### config.mk
export PLATFORM = sky130hd
export DESIGN_NAME = mem_port_arbiter_flat
export DESIGN_NICKNAME = d
export VERILOG_FILES = /design/src/rtl/mem_port_arbiter_if.sv /design/src/rtl/mem_port_arbiter.sv /design/src/flat_wrapper.sv
export SDC_FILE = /design/constraint.sdc
export NUM_CORES = 1
export LEC_CHECK = 0
export BUFFER_PORTS_ARGS = -buffer_cell sky130_fd_sc_hd__buf_2
export CAP_MARGIN = 20
export CELL_PAD_IN_SITES_DETAIL_PLACEMENT = 1
export CELL_PAD_IN_SITES_GLOBAL_PLACEMENT = 2
export CORE_MARGIN = 5
export CORE_UTILIZATION = 24
export DETAILED_ROUTE_END_ITERATION = 7
export GPL_TIMING_DRIVEN = 0
export PLACE_DENSITY = 0.85
export SETUP_SLACK_MARGIN = 0.05
export SYNTH_ARGS = -nofsm -noshare
export SYNTH_HDL_FRONTEND = slang
export SYNTH_SLANG_ARGS = --single-unit
### constraint.sdc
create_clock -name clk -period 2.4 [get_ports clk]
set_input_delay 0.24 -clock clk [delete_from_list [all_inputs] [get_ports clk]]
set_output_delay 0.24 -clock clk [all_outputs]
set_load 0.01 [all_outputs]
### src/rtl/mem_port_arbiter_if.sv
`default_nettype none
// ============================================================================
// Module   : mem_port_arbiter_if
// Brief    : Request/response bundle for one requester of the shared RAM.
// Revision : 1.0
// ============================================================================
interface mem_port_arbiter_if #(
    parameter int AW = 16,
    parameter int DW = 16
);
    logic          req;
    logic          we;
    logic [AW-1:0] addr;
    logic [DW-1:0] wdata;
    logic          gnt;
    logic          rvalid;
    logic [DW-1:0] rdata;

    modport master (output req, we, addr, wdata, input  gnt, rvalid, rdata);
    modport slave  (input  req, we, addr, wdata, output gnt, rvalid, rdata);
endinterface
`default_nettype wire

### src/rtl/mem_port_arbiter.sv
`default_nettype none
// ============================================================================
// Module   : mem_port_arbiter
// Brief    : Fixed-priority arbiter (D > F > X) with starvation promotion that
//            shares one single-port synchronous RAM and returns read data.
// Revision : 1.0
// ============================================================================
module mem_port_arbiter #(
    parameter int AW         = 16,
    parameter int DW         = 16,
    parameter int RD_LAT     = 1,
    parameter int STARVE_MAX = 4
) (
    input  logic              clk,
    input  logic              rst,
    mem_port_arbiter_if.slave d,
    mem_port_arbiter_if.slave f,
    mem_port_arbiter_if.slave x,
    output logic              ram_en,
    output logic              ram_we,
    output logic [AW-1:0]     ram_addr,
    output logic [DW-1:0]     ram_wdata,
    input  logic [DW-1:0]     ram_rdata,
    output logic              busy
);
    localparam int c_cnt_w  = $clog2(STARVE_MAX + 1);
    localparam int c_wait_w = (RD_LAT > 1) ? $clog2(RD_LAT) : 1;
    localparam logic [c_cnt_w-1:0]  c_starve_max = c_cnt_w'(STARVE_MAX);
    localparam logic [c_wait_w-1:0] c_wait_last  = c_wait_w'(RD_LAT - 1);

    typedef enum logic [1:0] {
        S_IDLE = 2'd0,
        S_WAIT = 2'd1,
        S_RESP = 2'd2
    } state_t;

    state_t              r_state;
    state_t              w_state_next;
    logic [2:0]          w_req;
    logic [2:0]          w_we;
    logic [2:0]          w_prom;
    logic [2:0]          w_gnt;
    logic [2:0]          w_rvalid;
    logic [2:0]          r_owner;
    logic [1:0]          w_idx;
    logic                w_grant_ok;
    logic                w_capture;
    logic [c_wait_w-1:0] r_wait_cnt;
    logic [c_cnt_w-1:0]  r_starve [3];
    logic [DW-1:0]       r_rdata  [3];
    logic                w_unused_f;

    // Index 0 = D, 1 = F, 2 = X; F is read-only so its write fields are ignored.
    assign w_req      = {x.req, f.req, d.req};
    assign w_we       = {x.we, 1'b0, d.we};
    assign w_unused_f = ^{f.we, f.wdata};

    // Grants only from IDLE and never while reset is held.
    assign w_grant_ok = (r_state == S_IDLE) && !rst && (|w_req);
    assign busy       = (r_state != S_IDLE);

    for (genvar i = 0; i < 3; i++) begin : g_prom
        assign w_prom[i] = w_req[i] && (r_starve[i] == c_starve_max);
    end

    // Promoted requesters pre-empt the normal order; both use D > F > X.
    always_comb begin
        w_idx = 2'd2;
        if (|w_prom) begin
            if (w_prom[0])      w_idx = 2'd0;
            else if (w_prom[1]) w_idx = 2'd1;
        end else begin
            if (w_req[0])       w_idx = 2'd0;
            else if (w_req[1])  w_idx = 2'd1;
        end
    end

    always_comb begin
        w_state_next = r_state;
        w_gnt        = 3'b000;
        w_rvalid     = 3'b000;
        w_capture    = 1'b0;
        ram_en       = 1'b0;
        ram_we       = 1'b0;
        ram_addr     = '0;
        ram_wdata    = '0;
        case (r_state)
            S_IDLE: begin
                if (w_grant_ok) begin
                    w_gnt  = 3'b001 << w_idx;
                    ram_en = 1'b1;
                    ram_we = w_we[w_idx];
                    case (w_idx)
                        2'd0: begin
                            ram_addr  = d.addr;
                            ram_wdata = d.wdata;
                        end
                        2'd1: begin
                            ram_addr  = f.addr;
                            ram_wdata = '0;
                        end
                        default: begin
                            ram_addr  = x.addr;
                            ram_wdata = x.wdata;
                        end
                    endcase
                    if (!ram_we) w_state_next = S_WAIT;
                end
            end
            S_WAIT: begin
                if (r_wait_cnt == c_wait_last) begin
                    w_capture    = 1'b1;
                    w_state_next = S_RESP;
                end
            end
            S_RESP: begin
                w_rvalid     = r_owner;
                w_state_next = S_IDLE;
            end
            default: w_state_next = S_IDLE;
        endcase
    end

    always_ff @(posedge clk or posedge rst) begin
        if (rst) begin
            r_state    <= S_IDLE;
            r_owner    <= 3'b000;
            r_wait_cnt <= '0;
        end else begin
            r_state <= w_state_next;
            if (r_state == S_IDLE) begin
                r_wait_cnt <= '0;
                if (w_state_next == S_WAIT) r_owner <= w_gnt;
            end else if (r_state == S_WAIT) begin
                r_wait_cnt <= r_wait_cnt + 1'b1;
            end
        end
    end

    always_ff @(posedge clk or posedge rst) begin
        if (rst) begin
            for (int i = 0; i < 3; i++) r_rdata[i] <= '0;
        end else if (w_capture) begin
            for (int i = 0; i < 3; i++) begin
                if (r_owner[i]) r_rdata[i] <= ram_rdata;
            end
        end
    end

    // Losses only accumulate on IDLE grant cycles; a low req clears the count.
    always_ff @(posedge clk or posedge rst) begin
        if (rst) begin
            for (int i = 0; i < 3; i++) r_starve[i] <= '0;
        end else begin
            for (int i = 0; i < 3; i++) begin
                if (!w_req[i] || w_gnt[i]) begin
                    r_starve[i] <= '0;
                end else if (w_grant_ok && (r_starve[i] != c_starve_max)) begin
                    r_starve[i] <= r_starve[i] + 1'b1;
                end
            end
        end
    end

    assign d.gnt    = w_gnt[0];
    assign d.rvalid = w_rvalid[0];
    assign d.rdata  = r_rdata[0];
    assign f.gnt    = w_gnt[1];
    assign f.rvalid = w_rvalid[1];
    assign f.rdata  = r_rdata[1];
    assign x.gnt    = w_gnt[2];
    assign x.rvalid = w_rvalid[2];
    assign x.rdata  = r_rdata[2];

endmodule
`default_nettype wire
### src/flat_wrapper.sv
// flat-port wrapper written by rule: the top's interface ports become plain ports
module mem_port_arbiter_flat 
#(
    parameter int AW         = 16,
    parameter int DW         = 16,
    parameter int RD_LAT     = 1,
    parameter int STARVE_MAX = 4
)
  (clk, rst, ram_en, ram_we, ram_addr, ram_wdata, ram_rdata, busy, d_req, d_we, d_addr, d_wdata, d_gnt, d_rvalid, d_rdata, f_req, f_we, f_addr, f_wdata, f_gnt, f_rvalid, f_rdata, x_req, x_we, x_addr, x_wdata, x_gnt, x_rvalid, x_rdata);
  mem_port_arbiter_if #(.AW(AW), .DW(DW)) d_i ();
  mem_port_arbiter_if #(.AW(AW), .DW(DW)) f_i ();
  mem_port_arbiter_if #(.AW(AW), .DW(DW)) x_i ();
  input  logic clk;
  input  logic rst;
  output logic ram_en;
  output logic ram_we;
  output logic [AW-1:0] ram_addr;
  output logic [DW-1:0] ram_wdata;
  input  logic [DW-1:0] ram_rdata;
  output logic busy;
  input wire logic [$bits(d_i.req)-1:0] d_req;
  input wire logic [$bits(d_i.we)-1:0] d_we;
  input wire logic [$bits(d_i.addr)-1:0] d_addr;
  input wire logic [$bits(d_i.wdata)-1:0] d_wdata;
  output wire logic [$bits(d_i.gnt)-1:0] d_gnt;
  output wire logic [$bits(d_i.rvalid)-1:0] d_rvalid;
  output wire logic [$bits(d_i.rdata)-1:0] d_rdata;
  input wire logic [$bits(f_i.req)-1:0] f_req;
  input wire logic [$bits(f_i.we)-1:0] f_we;
  input wire logic [$bits(f_i.addr)-1:0] f_addr;
  input wire logic [$bits(f_i.wdata)-1:0] f_wdata;
  output wire logic [$bits(f_i.gnt)-1:0] f_gnt;
  output wire logic [$bits(f_i.rvalid)-1:0] f_rvalid;
  output wire logic [$bits(f_i.rdata)-1:0] f_rdata;
  input wire logic [$bits(x_i.req)-1:0] x_req;
  input wire logic [$bits(x_i.we)-1:0] x_we;
  input wire logic [$bits(x_i.addr)-1:0] x_addr;
  input wire logic [$bits(x_i.wdata)-1:0] x_wdata;
  output wire logic [$bits(x_i.gnt)-1:0] x_gnt;
  output wire logic [$bits(x_i.rvalid)-1:0] x_rvalid;
  output wire logic [$bits(x_i.rdata)-1:0] x_rdata;
  assign d_i.req = d_req;
  assign d_i.we = d_we;
  assign d_i.addr = d_addr;
  assign d_i.wdata = d_wdata;
  assign d_gnt = d_i.gnt;
  assign d_rvalid = d_i.rvalid;
  assign d_rdata = d_i.rdata;
  assign f_i.req = f_req;
  assign f_i.we = f_we;
  assign f_i.addr = f_addr;
  assign f_i.wdata = f_wdata;
  assign f_gnt = f_i.gnt;
  assign f_rvalid = f_i.rvalid;
  assign f_rdata = f_i.rdata;
  assign x_i.req = x_req;
  assign x_i.we = x_we;
  assign x_i.addr = x_addr;
  assign x_i.wdata = x_wdata;
  assign x_gnt = x_i.gnt;
  assign x_rvalid = x_i.rvalid;
  assign x_rdata = x_i.rdata;
  mem_port_arbiter #(.AW(AW), .DW(DW), .RD_LAT(RD_LAT), .STARVE_MAX(STARVE_MAX)) u_core (.clk(clk), .rst(rst), .d(d_i), .f(f_i), .x(x_i), .ram_en(ram_en), .ram_we(ram_we), .ram_addr(ram_addr), .ram_wdata(ram_wdata), .ram_rdata(ram_rdata), .busy(busy));
endmodule
==> results.txt <==
The flow ran to the end, but the final reports show violations. The checks that failed: negative setup slack. The number of pins with negative max-slew slack in the final report is 0. The worst path arrival time is 2200 ps. Counting flops and latches in the post-synthesis netlist gives 63. Tracing the worst setup path back leads to its startpoint at u_core.r_state[0]$_DFF_PP0_. In this run the critical register-to-register path is launched from u_core.r_state[0]$_DFF_PP0_. The detailed-router iteration count before antenna repair came out at 4. The H-tree depth is 3. The critical path contains buffers and inverters numbering 3 combined. The number of instances in the placed design came out at 641. The count of port buffers added during placement came out at 191. The via density per instance is 4.63. The part of the cycle the worst path needs is 102%. The number of hold buffers added after CTS is 0. The maximum clock insertion buffer count came out at 2. On the critical path, the stage with the largest delay is an instance of sky130_fd_sc_hd__dfrtp_2. The power density over cell area is 998 mW/mm2. The total track usage came out at 14.1%.

From synthesis to final layout, the design area changed by 54.2%. Data on the critical path is required at its endpoint by 2160 ps. Setup repair after global routing could not meet its margin everywhere. The number of fill cells in the layout is 1551. The leftover overflow at the end of global routing is 0. For the final routed database, the setup TNS stands at -42.6 ps. STA classifies the critical path endpoint as an output port. The multi-input combinational cells in the finished layout cover a total of 0.00163 mm2.

Among all flip-flop cells after synthesis, the most frequent one is sky130_fd_sc_hd__dfrtp_1. The number of different library cells used by synthesis comes to 49. The final instance area came out at 0.00504 mm2. The final antenna diode count is 0. The number of enable-type register cells in the synthesized netlist came out at 0. The full die area is 0.0160 mm2.

The cell area that synthesis handed to floorplanning was 0.00327 mm2. Counting buffers and inverters, the worst setup path is 7 cells deep. For this block, the via count after detailed routing is 3140. The number of max-cap violations is 0.

The TritonCTS buffer count is 9. In the routed design, unresolved DRC markers number 0. The first global-routing pass estimated 18.1 mm of wire. The fraction of final layout cells sized beyond drive strength 1 came out at 54.4%. The post-layout minimum cycle time came out at 2440 ps. The final number of hold-violating endpoints came out at 0. Measured against its own limit, the worst slew margin works out to 53.1%. The critical path is of the flip-flop to output port type. The clock-pin slew on the worst setup and hold paths is 50 ps. Summed over all cells, the static leakage comes to 2.57 nW.

The cell sitting at the root of the clock tree is a sky130_fd_sc_hd__clkbuf_16. In this run the mean area of a mapped cell was 12.0 um2. After the last flow step, the layout net total stands at 623.

The sequential cell area fraction in the yosys report is 48.3%. Counting cells, the worst reg-to-reg path comes to 7. The setup slack on the worst flop-to-flop path is 230 ps. From left edge to right edge, the die measures 127 um.

The number of DRC markers in iteration 0 came out at 77. Entering global routing, the biggest net connects 35 pins. The cell area reported after detailed placement came out at 0.00446 mm2. After detailed routing, the total wire length is 11.6 mm. The count of clock tree sinks came out at 63. The core area is 0.0133 mm2.

In the final routed layout, each cell accounts on average for 17.1 um. The top cell type by area accounts for 48.3% of the synthesized area. In this run the worst setup path terminates at ram_addr[13]. Summing all flip-flop and latch instances after layout gives 0.00158 mm2. The initial utilization of the core area, before any placement, comes to 24.6%. The number of standard cells in the final layout excluding fillers came out at 678.

The achievable frequency is 0.410 GHz. When the netlist entered floorplanning its net count stood at 399. The HPWL after detailed placement is 9.28 mm. At the end of routability-driven placement, the weighted congestion stood at 0.878.

Yosys attributes the largest share of cell area to sky130_fd_sc_hd__dfrtp_1 (48%), sky130_fd_sc_hd__mux2_1 (17%), sky130_fd_sc_hd__a221o_1 (4.9%), sky130_fd_sc_hd__a22o_1 (4.3%), sky130_fd_sc_hd__and2_1 (4.2%). The floorplan row count came out at 42. The final clock skew came out at 7.88 ps. The number of global-route vias before repair is 3596. For this design the top-level I/O count stands at 209. The longest individual stage delay on the worst path is 430 ps. The worst hold path belongs to the class input port to async pin.

The count of synthesis-stage warnings from yosys came out at 0. The clock latency on the worst-skew pair is 320 ps. The height of the die came out at 127 um.

The maximum ir drop on the vdd rail is 395 uV. The number of nets with antenna violations after routing is 0. Setup violations remaining at the end of the flow were counted as 2. The slew at the pin closest to its max-slew limit came out at 702 ps. The worst register-to-register path ends at u_core.x.rdata[12]$_DFFE_PP0P_. The top cell type by total area after synthesis is sky130_fd_sc_hd__dfrtp_1. TritonCTS built the clock tree. The cell class contributing the biggest share of worst-path delay is simple AND/OR/NAND/NOR gates. The minimum setup slack in the final design came out at -39.2 ps. The peak fanout along the critical path is 5.

The signal on the critical path passes through or3_4 > a2111oi_4 > buf_4 > buf_6 > and2_4 > a221o_1 > buf_2. The fraction of synthesis flops using an asynchronous set or reset pin is 100%. The number of antenna violations at the first check in global routing came to 0. The worst setup path is launched from a flip-flop. Across all hold checks on the routed design, the worst slack comes to 83.7 ps. Synthesis produced 273 cells.
per-layer routing:
metal  vias up  share of wire [%]  track usage [%]
met5         -                  0                0
met4         0                1.2             4.29
met3         8                9.7             5.88
met2       145                 52             25.9
met1      1527                 37             14.6
li1       1460                  -                -
final cells by class:
class                           instances  area share (%)
Buffer                                 14            2.31
Clock buffer                           12            4.69
Clock inverter                          4           0.447
Inverter                               18            1.34
Multi-Input combinational cell        177            32.3
Sequential cell                        63            31.3
Tap cell                              176            4.37
Timing Repair Buffer                  214            23.2
registers in the layout (all words and copies together) (netlist names):
register,cells
u_core.r_owner,3
u_core.d.rdata,16
u_core.r_state,2
u_core.x.rdata,16
u_core.r_wait_cnt,1
u_core.f.rdata,16
u_core.r_starve,9
cells by family after synthesis:
logic type | count (synthesis) | synth area share (%)
flip-flops | 63 | 48.3
AO/OA/AOI/OAI | 60 | 16.0
AND/OR/NAND/NOR | 60 | 11.1
multiplexers | 49 | 16.9
buffers and inverters | 33 | 5.02
adder cells (fa/ha/maj) | 6 | 2.30
XOR/XNOR | 2 | 0.536
worst reg2reg max path, delay by kind of cell, from the launching register on:
kind / cells / cell delay, ps
AND/OR/NAND/NOR: 2 / 610
flip-flops: 1 / 400
buffers and inverters: 4 / 690
multiplexers: 1 / 360
worst min-delay path by stage:
stage	cells after the start	startpoint	to
final	2	rst	u_core.d.rdata[6]$_DFFE_PP0P_
after global placement	1	u_core.d.rdata[11]$_DFFE_PP0P_	u_core.d.rdata[11]$_DFFE_PP0P_
after CTS	2	rst	u_core.d.rdata[6]$_DFFE_PP0P_
after global routing	2	rst	u_core.f.rdata[6]$_DFFE_PP0P_
after floorplan	2	x_req	u_core.r_starve[2]$_DFFE_PP0P_
after detailed placement	2	rst	u_core.x.rdata[6]$_DFFE_PP0P_
cell usage in the layout (no fill, tap or decap), types with 3 or more instances in the layout:
cell	instances
sky130_fd_sc_hd__mux2_1	48
sky130_fd_sc_hd__nand4_1	3
sky130_fd_sc_hd__clkinv_2	3
sky130_fd_sc_hd__inv_1	12
sky130_fd_sc_hd__ha_1	3
sky130_fd_sc_hd__nand3_1	3
sky130_fd_sc_hd__a21oi_1	4
sky130_fd_sc_hd__clkbuf_16	9
sky130_fd_sc_hd__inv_2	6
sky130_fd_sc_hd__and3_4	3
sky130_fd_sc_hd__dfrtp_1	61
sky130_fd_sc_hd__and2_1	13
sky130_fd_sc_hd__nand2_1	8
sky130_fd_sc_hd__a221o_1	16
sky130_fd_sc_hd__buf_2	191
sky130_fd_sc_hd__clkbuf_1	4
sky130_fd_sc_hd__nor3_1	3
sky130_fd_sc_hd__o21ai_0	3
sky130_fd_sc_hd__and2_4	9
sky130_fd_sc_hd__nor2_1	5
sky130_fd_sc_hd__a22o_1	16
sky130_fd_sc_hd__buf_4	25
sky130_fd_sc_hd__buf_6	9
Yosys cell counts (all sizes together), types with 3 or more instances:
master and instances:
buf 14, nand3 3, and3 4, a21oi 4, dfrtp 63, a221o 16
or3 3, nand2 10, nand4 3, mux2 48, o21ai 5, nor3 5
a22o 16, ha 6, inv 18, and2 22, a211oi 3, nor2 5
what timing repair did:
| action | in CTS | in global routing |
|---|---|---|
| endpoints found under the setup margin | 36 | 32 |
| setup buffers | 11 | 10 |
| gates cloned | 1 | 0 |
| gates resized for setup | 29 | 19 |
| endpoints found under the hold margin | 0 | 0 |
| pin swaps | 12 | 8 |
stage by stage:
stage | worst slack [ps] | power, mW | util, %
after global placement | -202 | 3.69 | 33.4
final | -39.2 | 5.03 | 37.9
after detailed placement | -123 | 3.80 | 33.6
after global routing | -115 | 5.39 | 37.9
after CTS | -65.9 | 5.06 | 36.8
after floorplan | 367 | 2.86 | -
power breakdown:
group          internal, mW  total (mW)  switching (mW)
combinational          1.06        2.11            1.05
sequential             1.54        1.80           0.254
clock                 0.692        1.12           0.426
total                  3.29        5.03            1.73
(Power assumes the default switching activity.)
